File: src/rtl/change_dispenser.sv
// Change dispenser: latches paid-cost on start and streams the change out as
// greedy coins (DENOM_HI, DENOM_MID, 1), one per coin_ack handshake.
module change_dispenser #(
  parameter int unsigned WIDTH     = 4,
  parameter int unsigned DENOM_HI  = 5,
  parameter int unsigned DENOM_MID = 2
) (
  input  logic             clock,
  input  logic             reset,
  input  logic             start,
  input  logic [WIDTH-1:0] paid,
  input  logic [WIDTH-1:0] cost,
  input  logic             coin_ack,
  output logic             coin_valid,
  output logic [WIDTH-1:0] coin_value,
  output logic [WIDTH-1:0] change_total,
  output logic             busy,
  output logic             done,
  output logic             short
);

  localparam logic [WIDTH-1:0] CoinHi  = WIDTH'(DENOM_HI);
  localparam logic [WIDTH-1:0] CoinMid = WIDTH'(DENOM_MID);
  localparam logic [WIDTH-1:0] CoinOne = WIDTH'(1);

  typedef enum logic [1:0] {StIdle, StDispense, StDone} state_e;

  state_e           state;
  logic [WIDTH-1:0] remaining;
  logic [WIDTH-1:0] diff;
  logic [WIDTH-1:0] left;

  // Largest denomination that still fits in the remaining change.
  function automatic logic [WIDTH-1:0] pick_coin(input logic [WIDTH-1:0] rem);
    if (rem >= CoinHi) begin
      return CoinHi;
    end else if (rem >= CoinMid) begin
      return CoinMid;
    end else begin
      return CoinOne;
    end
  endfunction

  assign diff = paid - cost;
  // coin_value always mirrors pick_coin(remaining) while dispensing.
  assign left = remaining - coin_value;

  always_ff @(posedge clock or posedge reset) begin
    if (reset) begin
      state        <= StIdle;
      remaining    <= '0;
      change_total <= '0;
      coin_valid   <= 1'b0;
      coin_value   <= '0;
      busy         <= 1'b0;
      done         <= 1'b0;
      short        <= 1'b0;
    end else begin
      done  <= 1'b0;
      short <= 1'b0;
      case (state)
        StIdle: begin
          if (start) begin
            if (paid < cost) begin
              short        <= 1'b1;
              change_total <= '0;
            end else if (paid == cost) begin
              change_total <= '0;
              remaining    <= '0;
              state        <= StDone;
              busy         <= 1'b1;
              done         <= 1'b1;
            end else begin
              remaining    <= diff;
              change_total <= diff;
              coin_valid   <= 1'b1;
              coin_value   <= pick_coin(diff);
              busy         <= 1'b1;
              state        <= StDispense;
            end
          end
        end
        StDispense: begin
          if (coin_ack) begin
            remaining <= left;
            if (left == '0) begin
              coin_valid <= 1'b0;
              coin_value <= '0;
              done       <= 1'b1;
              state      <= StDone;
            end else begin
              coin_value <= pick_coin(left);
            end
          end
        end
        StDone: begin
          busy  <= 1'b0;
          state <= StIdle;
        end
        default: begin
          state      <= StIdle;
          busy       <= 1'b0;
          coin_valid <= 1'b0;
          coin_value <= '0;
        end
      endcase
    end
  end

endmodule

File: config.mk
export PLATFORM = sky130hd
export DESIGN_NAME = change_dispenser
export DESIGN_NICKNAME = d
export VERILOG_FILES = /design/src/rtl/change_dispenser.sv
export SDC_FILE = /design/constraint.sdc
export NUM_CORES = 1
export LEC_CHECK = 0
export BUFFER_PORTS_ARGS = -buffer_cell sky130_fd_sc_hd__buf_2
export CORE_MARGIN = 1.5
export CORE_UTILIZATION = 50
export CTS_CLUSTER_DIAMETER = 80
export DETAILED_ROUTE_END_ITERATION = 8
export PLACE_DENSITY = 0.74
export SLEW_MARGIN = 20
export SYNTH_ARGS = -nofsm -noshare
export SYNTH_HDL_FRONTEND = slang
export SYNTH_SLANG_ARGS = --single-unit
File: constraint.sdc
create_clock -name clock -period 5 [get_ports clock]
set_input_delay 1 -clock clock [delete_from_list [all_inputs] [get_ports clock]]
set_output_delay 1 -clock clock [all_outputs]
set_load 0.01 [all_outputs]
==> impl_metrics.tcl, run 1 <==
set metrics [dict create \
    fp.dieW_um 50.5 \
    hold_viol 0 \
    critical-path-max-stage-delay_ps 410 \
    area_growth_pct 13.5 \
    dr.pass1.iters 4 \
    vias_per_cell 5.51 \
    startpoint_type "primary input" \
    dp_hpwl_um 1750 \
    antenna_found_initial 0 \
    gp_congestion 0.839 \
    numPortBuffers 22 \
    clk_path_buf_depth 2 \
    cts_tree "yes" \
    routed_wl_um 2200 \
    syn_nets 141 \
    ys_seq_area_share_pct 37.7 \
    dpl_worst_slack_ps 2040 \
    detail-route-antenna-nets 0 \
    ctsHoldBuffers 0 \
    max-vdd-ir-drop_uv 253 \
    clock.fmax_mhz 380 \
    multiInputGateArea_um2 634 \
    drt_iter0_markers 11 \
    syn_area_mm2 0.00113 \
    fill_cells 201 \
    synth_top_area_cell "dfrtp_1" \
    clkLatencyLatePin_ps 300 \
    synthTopCellsByArea "dfrtp_1 (38%), ha_1 (7.8%), inv_1 (4.0%)" \
    yosys_warnings 0 \
    rows 17 \
    grt_max_degree 18 \
    clock_sinks 17 \
    grt_overflow 0 \
    path_clk_slew_ps 110 \
    async_reset_ff_share_pct 100 \
    io_pins 24 \
    worstPathRequired_ps 5200 \
    cts_buffers 3 \
    power_density_mw_per_mm2 630 \
    grt_use_total_pct 20.1 \
    hold_path_class "flip-flop to flip-flop" \
    drive_above_1_share_pct 23.1 \
    synth_top_area_share_pct 37.7 \
    fin_crit_ps 2630 \
    avgSynthCellArea_um2 9.39 \
    dieHeight_um 50.5 \
    design.core.area_mm2 0.00217 \
    setup_violations 0 \
    outcome "finished clean" \
    crit_family "compound AO/OA/AOI/OAI gates" \
    slew_headroom_pct 58.3 \
    regArea_um2 425 \
    fin_ws_ps 2370 \
    synth-edff-count 0 \
    wl_per_cell_um 12.9 \
    grt_pass1_wl_um 3850 \
    slew_viol_final 0 \
    antenna_cells 0 \
    drcViolationCount 0 \
    initial_core_util_pct 52.0 \
    utilization_pct 59.0 \
    setup_tns_ps 0 \
    grt_pass1_vias 902 \
    yosysUniqueCellTypes 44 \
    synth_cells 120 \
    leakage_nw 0.648 \
    slowest_stage "fa_1" \
    cts_resized 0 \
    die_area_mm2 0.00255 \
    synth-seq-cells 17 \
    cp_max_fo 5 \
    drv_cap 0 \
    root_buffer "clkbuf_4" \
    worstPathCellList "buf_2 > inv_1 > ha_1 > fa_1 > nor2b_1 > o21a_1 > o21ai_1 > a21oi_2 > mux2_2" \
    finalNetCount 165 \
    end_kind "flip-flop" \
    worst_clock_skew_ps 4.07 \
    criticalPathCategory "primary input to flip-flop" \
    cp_data_arrival_time_ps 2830 \
    synthFlopType "dfrtp_1" \
    cp_num_buf_inv 2 \
    vias 942 \
    tightestPinTransition_ps 624 \
    period_share_pct 52.7 \
    cts_max_level 1 \
    rsz0062_at_grt "no" \
    cts_setup_buffers 0 \
]
[routing by layer]
layer	vias to the layer above	track usage, %	share of wire [%]
met2	32	31.6	47
met4	0	12.6	2.0
met1	438	26.6	47
met5	-	0	0
met3	5	1.79	4.6
li1	467	-	-
[cell type report]
type                            instances  share of cell area [%]
Clock inverter                          1                   0.587
Multi-Input combinational cell         88                    49.6
Clock buffer                            3                    1.76
Tap cell                               28                    2.74
Timing Repair Buffer                   22                    8.60
Inverter                               12                    3.52
Sequential cell                        17                    33.2
[flip-flops by register name, summed over array words and instances, names as in the netlist]
| name | cells |
|---|---|
| change_total | 4 |
| remaining | 4 |
| coin_value | 3 |
| state | 2 |
| busy | 1 |
| coin_valid | 1 |
| done | 1 |
| short | 1 |
[report_power, final]
| group | switching, W | internal (W) |
|---|---|---|
| sequential | 0.0000443 | 0.000198 |
| clock | 0.0000488 | 0.0000305 |
| combinational | 0.000265 | 0.000220 |
[cell families (layout without fill, tap and decap cells)]
family                   Yosys count  count (layout)  synth area share (%)
XOR/XNOR                           2               2                  1.55
other                              1               1                 0.333
multiplexers                       7               7                  6.55
flip-flops                        17              17                  37.7
adder cells (fa/ha/maj)            9               9                  11.3
buffers and inverters             15              38                  5.99
AO/OA/AOI/OAI                     29              29                  17.5
AND/OR/NAND/NOR                   40              40                  19.0
[worst paths after layout]
path | startpoint | endpoint | slack [ps] | depth (start not counted)
worst min-delay path | change_total[3] | change_total[3] | 490 | 2
worst max-delay path | paid[0] | remaining[1] | 2370 | 9
max in group asynchronous | reset | remaining[0] | 3840 | 2
min in group asynchronous | reset | state[1] | 750 | 2
worst max register to register | coin_value[0] | coin_value[1] | 2720 | 7
worst min register to register | change_total[3] | change_total[3] | 490 | 2
[worst register-to-register path: cells and delay by family, from the launching register on]
kind	cells	cell delay, ps
XOR/XNOR	1	380
AO/OA/AOI/OAI	2	410
adder cells (fa/ha/maj)	2	620
multiplexers	1	240
AND/OR/NAND/NOR	1	140
flip-flops	1	430
[through the flow]
stage	cell area (um2)	hold WS, ps	std cells	total power [W]
final	1280	493	171	0.000807
after global routing	1280	547	171	0.000886
after CTS	1280	501	171	0.000809
after detailed placement	1250	476	167	0.000728
after global placement	1250	459	167	0.000723
after floorplan	1130	481	120	0.000618
[cells in the final DEF, fill, tap and decap left out, types with 2 or more instances in the layout]
cell type   n
clkbuf_4    3
dfrtp_1    17
or3_1       2
a221o_1     2
a211oi_1    2
o21a_1      2
nor3_1      2
nor2_1      9
mux2i_1     4
nand2_1    11
inv_1      12
a21oi_1     6
o21ai_2     2
fa_1        2
nor2b_1     2
xnor2_1     2
mux2_2      3
nand3b_1    2
buf_2      22
ha_1        7
o21ai_0     5
nand3_1     2
[synthesized netlist by cell type (3+ instances only)]
| library cell | number |
|---|---|
| dfrtp_1 | 17 |
| a21oi_1 | 6 |
| inv_1 | 12 |
| nand2_1 | 11 |
| mux2i_1 | 4 |
| mux2_2 | 3 |
| nor2_1 | 9 |
| ha_1 | 7 |
| o21ai_0 | 5 |
No activity file was read; power rests on OpenSTA's default activity.
==> run 2, diff against run 1 <==
- ABC_AREA: unset -> 1
- CORE_UTILIZATION: 50 -> 49
- PLACE_DENSITY: 0.74 -> 0.75
- clock period: 5 -> 2.3 ns (I/O delays scaled with it)
==> impl_metrics.tcl, run 2 <==
set metrics [dict create \
    synthFlopType "dfrtp_1" \
    drive_above_1_share_pct 25.8 \
    cts_max_level 1 \
    hold_viol 0 \
    top_regs "change_total (4), remaining (4), coin_value (3)" \
    gp_congestion 0.832 \
    antenna_found_initial 0 \
    hold_slack_ps 228 \
    vias_per_cell 5.21 \
    synthAdderAreaFrac_pct 10.6 \
    grt_overflow 0 \
    syn_nets 174 \
    pwr-share-comb_pct 62.8 \
    slew_viol_final 0 \
    synth_top_family_by_area "simple AND/OR/NAND/NOR gates" \
    end_kind "flip-flop" \
    dp_hpwl_um 1970 \
    outcome "finished clean" \
    slew_headroom_pct 56.2 \
    worstPathRequired_ps 2500 \
    post_dp_cell_area_mm2 0.00134 \
    reg2reg_from "coin_value[0]" \
    io_pins 24 \
    synth_top_area_share_pct 35.4 \
    fin_crit_ps 1990 \
    leakage_nw 0.774 \
    intPower_w 0.000927 \
    startpoint_type "flip-flop" \
    final_cell_mix "nand2_1 (45), buf_2 (22), inv_1 (21)" \
    clkLatencyLatePin_ps 300 \
    period_share_pct 86.4 \
    fill_cells 237 \
    path_clk_slew_ps 110 \
    p_switching_w 0.000917 \
    swShare_pct 49.7 \
    final_cell_area_mm2 0.00137 \
    yosys_warnings 0 \
    cts_tree "yes" \
    finalNetCount 200 \
    worst_clock_skew_ps 1.80 \
    synth-seq-cells 17 \
    yosys-top-cells-count "nand2_1 (45), inv_1 (21), dfrtp_1 (17), nand3_1 (11)" \
    synth-edff-count 0 \
    cp_max_fo 3 \
    wl_per_cell_um 12.2 \
    synthMuxAreaShare_pct 0 \
    dieHeight_um 52.5 \
    cp_data_arrival_time_ps 2190 \
    root_buffer "clkbuf_4" \
    avgSynthCellArea_um2 7.85 \
    async_reset_ff_share_pct 100 \
    die_area_mm2 0.00276 \
    rows 17 \
    cts_buffers 3 \
    design.core.area_mm2 0.00225 \
    synthSimpleGateAreaFrac_pct 32.7 \
    reg2reg_to "coin_valid" \
    fp.dieW_um 52.5 \
    drcViolationCount 0 \
    power_density_mw_per_mm2 1350 \
    initial_core_util_pct 53.3 \
    vias 1073 \
    numPortBuffers 22 \
    synth-xor-area-share_pct 0.729 \
    clk_path_buf_depth 2 \
    final_common_cell "nand2_1" \
    area_growth_pct 13.7 \
    clock.fmax_mhz 503 \
    criticalPathCategory "flip-flop to flip-flop" \
    p_seq_share_pct 28.0 \
    grt_pass1_wl_um 4260 \
    grt_max_degree 18 \
    antenna_cells 0 \
    clockPowerShare_pct 9.2 \
    drt_iter0_markers 26 \
    worstRegToRegCells 9 \
    synthTopCellsByArea "dfrtp_1 (35%), nand2_1 (14%), ha_1 (7.3%)" \
    yosysMostFrequentCell "nand2_1" \
    synth_cells 153 \
    tightestPinTransition_ps 656 \
    grt_use_total_pct 21.1 \
    synth_top_area_cell "dfrtp_1" \
    detail-route-antenna-nets 0 \
    cts_resized 0 \
    hold_path_class "primary input to async pin" \
    yosysUniqueCellTypes 31 \
    synth_compound_area_share_pct 10.5 \
    grt_pass1_vias 990 \
    cts_setup_buffers 0 \
    rrSetupSlack_ps 310 \
    setup_tns_ps 0 \
    max-vdd-ir-drop_uv 611 \
    setup_violations 0 \
    rsz0062_at_grt "no" \
    routed_wl_um 2510 \
    drv_cap 0 \
    ys_seq_area_share_pct 35.4 \
    syn_area_mm2 0.00120 \
    dr.pass1.iters 4 \
    ctsHoldBuffers 0 \
    clock_sinks 17 \
]
==> run 2: cell count changes in the layout (fill, tap and decap cells not counted), sizes merged, moves of 3 or more <==
cell	before	now
nand2	11	47
nand3	2	13
mux2	3	0
a21oi	7	2
mux2i	4	0
inv	12	27
o21ai	8	11
==> run 2: worst max-delay path by stage <==
stage                        startpoint            end  slack, ps  cells past startpoint
final                     coin_value[0]     coin_valid        310                      9
after global routing      coin_value[0]     coin_valid        180                      9
after CTS                 coin_value[0]     coin_valid        340                      9
after detailed placement        paid[0]  coin_value[2]        180                     11
after global placement          paid[0]  coin_value[2]        230                     11
after floorplan                 paid[0]  coin_value[0]        380                     10
==> run 2: layout make-up <==
cell class,count,area (um2),share of cell area (%)
sequential,17,425,31.1
multi-input combinational,107,659,48.3
clock inverter,1,5.00,0.366
clock buffer,3,22.5,1.65
tap,28,35.0,2.56
inverter,28,109,7.97
timing repair buffer,22,110,8.06
==> run 2: kinds of logic after synthesis <==
kind of cell	count (synthesis)
AOI/OAI and AO/OA	19
xor gates and xnor gates	1
adders and majority gates	9
buffers and inverters	29
DFF	17
other	1
and+or+nand+nor	77
==> run 2: power groups by stage <==
stage | Combinational [W] | Sequential [W] | Clock [W]
detailed placement | 0.00114 | 0.000520 | 0
CTS | 0.00116 | 0.000514 | 0.000172
global route | 0.00132 | 0.000528 | 0.000183
finish | 0.00116 | 0.000516 | 0.000170
global placement | 0.00112 | 0.000515 | 0
floorplan | 0.000853 | 0.000544 | 0
==> run 2: per-stage QoR <==
| stage | utilization [%] | std cells | setup WS [ps] | total power (W) |
|---|---|---|---|---|
| after floorplan | - | 153 | 384 | 0.00140 |
| after global placement | 59.4 | 202 | 226 | 0.00163 |
| after detailed placement | 59.4 | 202 | 176 | 0.00166 |
| after CTS | 60.6 | 206 | 343 | 0.00184 |
| after global routing | 60.6 | 206 | 176 | 0.00203 |
| final | 60.6 | 206 | 313 | 0.00184 |
==> run 2: metal layers <==
| metal | GRT usage [%] | part of all wire, % |
|---|---|---|
| met1 | 26.4 | 45 |
| met2 | 36.9 | 50 |
| met3 | 1.71 | 3.1 |
| met4 | 8.97 | 2.1 |
| met5 | 0 | 0 |
==> run 2: critical path, stage by stage, from the launching register on <==
cell and delay [ps]:
dfrtp_1 440, ha_1 240, fa_1 550, nand2_1 90, nor2_1 110, nand3_1 120
nand2_1 100, inv_1 70, o21ai_1 110, nand2_1 60
==> run 3, diff against run 2 <==
- CORE_ASPECT_RATIO: unset -> 0.6
==> impl_metrics.tcl, run 3 (synthesized netlist as in run 2, its figures left out) <==
set metrics [dict create \
    rows 13 \
    leakage_nw 0.781 \
    dieHeight_um 41.4 \
    antenna_found_initial 0 \
    slew_headroom_pct 55.3 \
    end_kind "flip-flop" \
    worstRegToRegCells 9 \
    rsz0062_at_grt "no" \
    gp_congestion 0.811 \
    power_density_mw_per_mm2 1370 \
    reg2reg_to "coin_valid" \
    post_dp_cell_area_mm2 0.00134 \
    grt_overflow 0 \
    p_switching_w 0.000919 \
    clockPowerShare_pct 12.2 \
    cts_setup_buffers 0 \
    setup_tns_ps 0 \
    cp_max_fo 3 \
    final_cell_mix "nand2_1 (45), buf_2 (22), inv_1 (21)" \
    clock_sinks 17 \
    ctsHoldBuffers 0 \
    wl_per_cell_um 12.0 \
    pwr-share-comb_pct 60.7 \
    cts_max_level 1 \
    cts_resized 0 \
    io_pins 24 \
    max-vdd-ir-drop_uv 535 \
    grt_pass1_wl_um 4350 \
    drv_cap 0 \
    detail-route-antenna-nets 0 \
    dp_hpwl_um 2050 \
    design.core.area_mm2 0.00224 \
    tightestPinTransition_ps 670 \
    slew_viol_final 0 \
    startpoint_type "flip-flop" \
    finalNetCount 200 \
    clock.fmax_mhz 508 \
    drive_above_1_share_pct 25.8 \
    fin_crit_ps 1970 \
    rrSetupSlack_ps 330 \
    swShare_pct 48.3 \
    cts_tree "yes" \
    cp_data_arrival_time_ps 2130 \
    hold_path_class "primary input to async pin" \
    grt_max_degree 18 \
    routed_wl_um 2490 \
    root_buffer "clkbuf_8" \
    grt_pass1_vias 1008 \
    final_common_cell "nand2_1" \
    dr.pass1.iters 4 \
    antenna_cells 0 \
    hold_viol 0 \
    criticalPathCategory "flip-flop to flip-flop" \
    clkLatencyLatePin_ps 260 \
    vias_per_cell 5.15 \
    worst_clock_skew_ps 3.54 \
    period_share_pct 85.7 \
    vias 1071 \
    clk_path_buf_depth 2 \
    fp.dieW_um 66.9 \
    path_clk_slew_ps 70 \
    setup_violations 0 \
    top_regs "change_total (4), remaining (4), coin_value (3)" \
    die_area_mm2 0.00277 \
    drcViolationCount 0 \
    outcome "finished clean" \
    final_cell_area_mm2 0.00139 \
    intPower_w 0.000984 \
    drt_iter0_markers 73 \
    fill_cells 206 \
    p_seq_share_pct 27.1 \
    reg2reg_from "coin_value[0]" \
    worstPathRequired_ps 2450 \
    grt_use_total_pct 22.2 \
    numPortBuffers 22 \
    cts_buffers 3 \
    initial_core_util_pct 53.5 \
    area_growth_pct 15.5 \
]
==> run 3: cell count changes in the layout (fill, tap and decap cells not counted) <==
| cell | change |
|---|---|
| clkbuf_8 | +3 |
| clkbuf_4 | -3 |
==> run 3: how the worst max path moves through the flow <==
stage / start / end / slack (ps) / depth (start not counted)
floorplan: paid[0] / coin_value[0] / 380 / 10
global placement: paid[0] / coin_value[0] / 210 / 11
detailed placement: paid[0] / coin_value[0] / 140 / 11
CTS: coin_value[0] / coin_valid / 340 / 9
global route: coin_value[0] / coin_valid / 150 / 9
finish: coin_value[0] / coin_valid / 330 / 9
==> run 3: layout make-up <==
cell class | count | area [um2] | share of cell area (%)
multi-input combinational | 107 | 659 | 47.5
sequential | 17 | 425 | 30.7
tap | 30 | 37.5 | 2.71
inverter | 28 | 109 | 7.84
timing repair buffer | 22 | 110 | 7.94
clock inverter | 1 | 5.00 | 0.361
clock buffer | 3 | 41.3 | 2.98
==> run 3: metrics by stage <==
| stage | total power, W | worst slack, ps | util [%] | std cells | hold slack, ps |
|---|---|---|---|---|---|
| global placement | 0.00163 | 210 | 59.8 | 204 | 453 |
| finish | 0.00190 | 330 | 61.8 | 208 | 284 |
| global route | 0.00210 | 152 | 61.8 | 208 | 372 |
| CTS | 0.00191 | 343 | 61.8 | 208 | 312 |
| detailed placement | 0.00167 | 144 | 59.8 | 204 | 467 |
| floorplan | 0.00140 | 384 | - | 153 | 386 |
==> run 3: routing by layer <==
| layer | global-route usage [%] | wire (um) |
|---|---|---|
| met5 | 0 | 0 |
| met4 | 6.12 | 16 |
| met3 | 5.91 | 125 |
| met2 | 41.3 | 1160 |
| met1 | 26.6 | 1190 |
==> run 3: worst max-delay path, stage by stage (launching register included) <==
cell and delay, ps:
dfrtp_1 420, ha_1 250, fa_1 550, nand2_1 80
nor2_1 110, nand3_1 120, nand2_1 100, inv_1 70
o21ai_1 120, nand2_1 50
==> run 3: power groups by stage <==
stage	clock network [W]	logic (W)	registers [W]
after floorplan	0	0.000853	0.000544
after global placement	0	0.00112	0.000516
after detailed placement	0	0.00115	0.000521
after CTS	0.000235	0.00116	0.000515
after global routing	0.000254	0.00132	0.000533
final	0.000232	0.00116	0.000516
